==> config.mk <==
export PLATFORM = sky130hd
export DESIGN_NAME = adder
export DESIGN_NICKNAME = d
export VERILOG_FILES = /design/src/rtl/adder_pkg.sv /design/src/rtl/fa_cell.sv /design/src/rtl/adder.sv
export SDC_FILE = /design/constraint.sdc
export NUM_CORES = 1
export LEC_CHECK = 0
export ABC_AREA = 1
export ABC_CLOCK_PERIOD_IN_PS = 1350
export CAP_MARGIN = 20
export CELL_PAD_IN_SITES_DETAIL_PLACEMENT = 1
export CELL_PAD_IN_SITES_GLOBAL_PLACEMENT = 1
export CORE_AREA = 5 5 42 44
export DETAILED_ROUTE_END_ITERATION = 16
export DIE_AREA = 0 0 47 49
export MAX_ROUTING_LAYER = met4
export PLACE_DENSITY = 0.41
export SYNTH_ARGS = -nofsm -noshare
export SYNTH_HDL_FRONTEND = slang
export SYNTH_SLANG_ARGS = --single-unit
==> constraint.sdc <==
create_clock -name clk -period 1.35 [get_ports clk]
set_clock_uncertainty 0.2 [all_clocks]
set_input_delay 0.135 -clock clk [delete_from_list [all_inputs] [get_ports clk]]
set_output_delay 0.135 -clock clk [all_outputs]
set_load 0.05 [all_outputs]
==> src/rtl/adder_pkg.sv <==
// Shared constants and types for the registered ripple-carry adder.
package adder_pkg;

    localparam int DEFAULT_WIDTH = 1;
    localparam int MAX_WIDTH     = 64;

    // {cout, sum} sized for the widest legal adder; narrower users take the low WIDTH+1 bits.
    typedef logic [MAX_WIDTH:0] result_t;

endpackage

==> src/rtl/fa_cell.sv <==
// Single-bit full adder: one cell of the ripple-carry chain, purely combinational.
module fa_cell (
    output logic co,
    output logic s,
    input  logic a,
    input  logic b,
    input  logic ci
);

    assign s  = a ^ b ^ ci;
    assign co = (a & b) | (a & ci) | (b & ci);

endmodule

==> src/rtl/adder.sv <==
// Registered WIDTH-bit ripple-carry adder: {cout, sum} = a + b + cin, one cycle after in_valid.
// Accepts an operand set every cycle; outputs hold between results and clear on reset.
module adder
    import adder_pkg::*;
#(
    parameter int WIDTH = DEFAULT_WIDTH
) (
    input  logic             clk,
    input  logic             rst,
    output logic             cout,
    output logic [WIDTH-1:0] sum,
    input  logic [WIDTH-1:0] a,
    input  logic [WIDTH-1:0] b,
    input  logic             cin,
    input  logic             in_valid,
    output logic             out_valid
);

    if (WIDTH < 1 || WIDTH > MAX_WIDTH) begin : g_bad_width
        $error("adder: WIDTH out of range 1..64");
    end

    logic [WIDTH:0]   w_carry;
    logic [WIDTH-1:0] w_sum;

    logic             r_cout;
    logic [WIDTH-1:0] r_sum;
    logic             r_out_valid;

    assign w_carry[0] = cin;

    for (genvar i = 0; i < WIDTH; i++) begin : g_chain
        fa_cell u_fa (
            .co (w_carry[i+1]),
            .s  (w_sum[i]),
            .a  (a[i]),
            .b  (b[i]),
            .ci (w_carry[i])
        );
    end

    // Result registers only load on accepted inputs, so idle-cycle operands never reach the outputs.
    always_ff @(posedge clk or posedge rst) begin
        if (rst) begin
            r_cout      <= 1'b0;
            r_sum       <= '0;
            r_out_valid <= 1'b0;
        end else begin
            r_out_valid <= in_valid;
            if (in_valid) begin
                r_cout <= w_carry[WIDTH];
                r_sum  <= w_sum;
            end
        end
    end

    assign cout      = r_cout;
    assign sum       = r_sum;
    assign out_valid = r_out_valid;

endmodule

After elaboration in Yosys (flattened, before gate mapping)
Cells that the tools add are included.
- output and inout bits: 3
- word-level logic and storage cells: 10
- register bits after elaboration: 3
- bitwise gates (word level): 7
- operators with widths (kind ; number):
    AND 1 bit ; 3
    bitwise OR 1 bit ; 2
    bitwise XOR 1 bit ; 2

Logic depth before layout (Yosys ltp)
- word-level depth: 3
- mapped depth: 3

Hierarchy
Synthesis repeated with hierarchy kept, for this count alone.
- cells, all modules: 12
- area, all modules: 125.1 µm²
- by module, submodules not included (module ; instances ; area each (µm²) ; seq. area each (µm²) ; cells each):
    adder ; 1 ; 105.1 ; 75.1 ; 11
    fa_cell ; 1 ; 20.0 ; 0.0 ; 1

Least setup slack after synthesis
OpenSTA, ideal clock, no wires.
- path kind: register to register
- from: reg cout (netlist name)
- to: reg r_cout, in the netlist cout
- library setup time: 119 ps
- required time: 1031 ps
- stages on the path, launching flop included: 3
- slack: 318 ps
- arrival: 713 ps
- path through: dfrtp_1 -> nand2_1 -> nand2_1
- RTL lines (what ; line ; RTL):
    end signal, assigned ; adder.sv:51 ; r_cout <= w_carry[WIDTH];
    end, declared ; adder.sv:26 ; logic r_cout;

Worst setup path after layout
- from: in a
- to: reg r_sum, in the netlist sum
- longest elaborated chain between the ends: 2
- RTL lines (what ; line ; RTL):
    start, declared ; adder.sv:12 ; input logic [WIDTH-1:0] a,
    bitwise XOR 1 bit (2 in series) ; fa_cell.sv:10 ; assign s = a ^ b ^ ci;
    via g_chain[0].u_fa.s ; fa_cell.sv:4 ; output logic s,
    end signal, assigned ; adder.sv:52 ; r_sum <= w_sum;
    end, declared ; adder.sv:27 ; logic [WIDTH-1:0] r_sum;
The timed path passes the listed nets, and every way through them passes these cells.
A chain may end at the register's enable or synchronous reset.

==> results.txt <==
The flow ran to the end, and the final reports show no timing, DRC or antenna violations. The category of the most critical setup path is in -> reg. The y dimension of the die is 49 um. The number of antenna repair diodes is 0. The clock latency on the worst-skew pair came out at 0.23 ns. The total of buffers placed on input and output ports came out at 8.

Counting I/O delays and the setup requirement, the final critical path takes 1.239 ns. The worst-path maximum fanout is 1. The internal portion of the total power is 266.1 uW. The switching share of power came out at 27.82%. The leading cell type in the layout, fill and taps excluded is nand2_1. After detailed routing, the average wire length per cell comes to 7.000 um. For the worst setup path, the data arrival time is 1.21 ns. The setup slack at placement is -0.1321 ns. The die covers 2303 um2. Dividing the final minimum period by the clock period gives 91.75%. The number of non-filler instances in the completed layout came out at 41. The largest stage delay on the critical path came out at 0.54 ns.

The count of cells resized by post-cts repair is 0. Across the VDD grid, the largest voltage drop is 0.3323 mV. The register bit count reported by yosys is 3. The first global-routing pass estimated 524 um of wire. The part of the power in combinational logic came out at 28.6%. The number of DRC markers after the initial detailed-route iteration is 0. In this run, the clock network consumes 41.8% of the power. The boundary pin count came out at 9. The total nets after synthesis is 19.

CTS saw 3 sinks. The number of antenna violations at the first check in global routing was 0. In this run the clock root is driven by a clkbuf_4. The floorplan has 14 rows. The final total power is 368.6 uW. The slowest stage of the critical path is the fa_1 cell. The net count of the finished layout is 33. The part of the total power dissipated in sequential elements came out at 29.7%. The via count of the first global-routing pass is 140. The final wirelength is 287 um.

The relative area change from synthesis to final layout is 133.0%. In the final layout, the share of cells above drive strength 1 is 24.00%. The sequential-to-total area share from yosys stat is 60.00%. The final hold violation count is 0. The aggregate global-route resource usage is 4.055%. The worst-margin pin slew is 0.1354 ns. The kind of end point of the critical path is a flip-flop. The number of warnings issued by yosys is 0. In the post-route analysis, the smallest setup slack over all paths is 0.1114 ns. The worst-case clock buffer depth came out at 2.

The first-pass iteration count of the detailed router is 1. The relative max-transition margin came out at 90.94%. The critical path startpoint category is an input port. In this run the standard cell core region covers 1401 um2. The utilization after layout is 20.80%. The synthesized netlist cell count came out at 12. The distinct cell type count of the synthesized netlist came out at 4. The number of max-slew violations in the final report came out at 0. TritonCTS built the clock tree. In this run the number of H-tree levels came out at 1. Leaving out fill and tap cells, the most frequent cells in the layout are nand2_1, clkdlybuf4s50_1, clkbuf_4, dfrtp_1, buf_12.

Entering global routing, the biggest net connects 5 pins. The final-report setup violation count came out at 0. The CTS clock-pin slew for the worst setup and hold paths is 0.04 ns. The analysis attributes to net switching a power of 102.6 uW. The total leakage power is 0.1377 nW.

The final RePlAce weighted congestion is 0.6474. The initial core utilization is 8.929%. By instance count, the cell type seen most on the critical path is nand2_1. For this run the aggregate overflow at the end of global routing stands at 0. The antenna violation net count after detailed routing came out at 0.

From left edge to right edge, the die measures 47 um. The residual DRC count is 0. In this run the worst hold path is classified as in -> reg. Across all layers, the routed design uses 125 vias.

Dividing the detail-routed via count by the number of cells gives 3.049. The upper clock frequency limit came out at 807.4 MHz. The number of cells after detailed placement is 36. Data on the critical path is required at its endpoint by 1.32 ns. The cell area that synthesis handed to floorplanning was 125.1 um2. Setup repair after global routing left no endpoint under its margin.

Walking the worst path, the cells encountered are clkdlybuf4s50_1 -> fa_1 -> nand2_1 -> nand2_1. The mean area per synthesized cell came out at 10.43 um2. The reported max-cap violation count is 0. The number of buffers created by CTS came out at 3. The areal power density over the cells came out at 1265 nW/um2.
[registers in the layout, summed over array words and instances (netlist names)]
signal,cells
sum,1
cout,1
out_valid,1
[worst max-delay path: cells and delay by family]
kind / cells / cell delay (ns)
adder cells (fa/ha/maj): 1 / 0.54
buffers and inverters: 1 / 0.43
AND/OR/NAND/NOR: 2 / 0.11
[timing repair]
item | 4_1_cts | 5_1_grt
endpoints found under the hold margin | 3 | 0
hold buffers | 1 | 0
setup buffers | 0 | 0
[power by group through the flow]
stage	sequential [mW]	combinational, mW	clock [mW]
after CTS	0.110	0.107	0.164
after floorplan	0.138	0.0121	0
after detailed placement	0.111	0.105	0
final	0.109	0.105	0.154
after global placement	0.111	0.104	0
after global routing	0.110	0.113	0.179
[cells in the mapped netlist]
cell type | instances | area, um2
dfrtp_1 | 3 | 75.07
fa_1 | 1 | 20.02
inv_1 | 2 | 7.510
nand2_1 | 6 | 22.52
[logic make-up (layout without fill, tap and decap cells)]
group | after synthesis | after routing | synth area share, %
buffers and inverters | 2 | 15 | 6.002
adder cells (fa/ha/maj) | 1 | 1 | 16.00
flip-flops | 3 | 3 | 60.00
AND/OR/NAND/NOR | 6 | 6 | 18.00
[per-layer routing]
metal  share of wire [%]  up-vias  global-route usage (%)  wire [um]
met2                  33        9                   3.846         96
met3                  22        0                   5.535         63
met4                   0        0                   4.147          0
li1                    -       61                       -          -
met5                   0        -                       -          0
met1                  44       55                   3.326        126
[final timing paths]
| kind | from | endpoint | slack [ns] | cells past startpoint |
|---|---|---|---|---|
| hold reg to reg | sum | sum | 0.33 | 2 |
| min in group asynchronous | rst | sum | 0.44 | 3 |
| hold / removal | in_valid | out_valid | 0.24 | 1 |
| setup reg to reg | cout | cout | 0.52 | 2 |
| setup / recovery | a | sum | 0.11 | 4 |
| max in group asynchronous | rst | out_valid | 0.38 | 3 |
[final cells by class]
type	instances	area, um2
Fill cell	168	1110
Sequential cell	3	75.07
Clock buffer	4	26.28
Multi-Input combinational cell	7	42.54
Inverter	2	7.507
Tap cell	16	20.02
Timing Repair Buffer	9	120.1
[per-stage QoR]
step / setup TNS, ns / instance area, um2 / hold WS, ns
floorplan: 0 / 125.1 / -0.3114
global placement: -0.1862 / 255.2 / 0.1147
detailed placement: -0.2137 / 255.2 / 0.1168
CTS: 0 / 291.5 / 0.2429
global route: 0 / 291.5 / 0.2481
finish: 0 / 291.5 / 0.2450
Power figures use the tool's default switching activity.
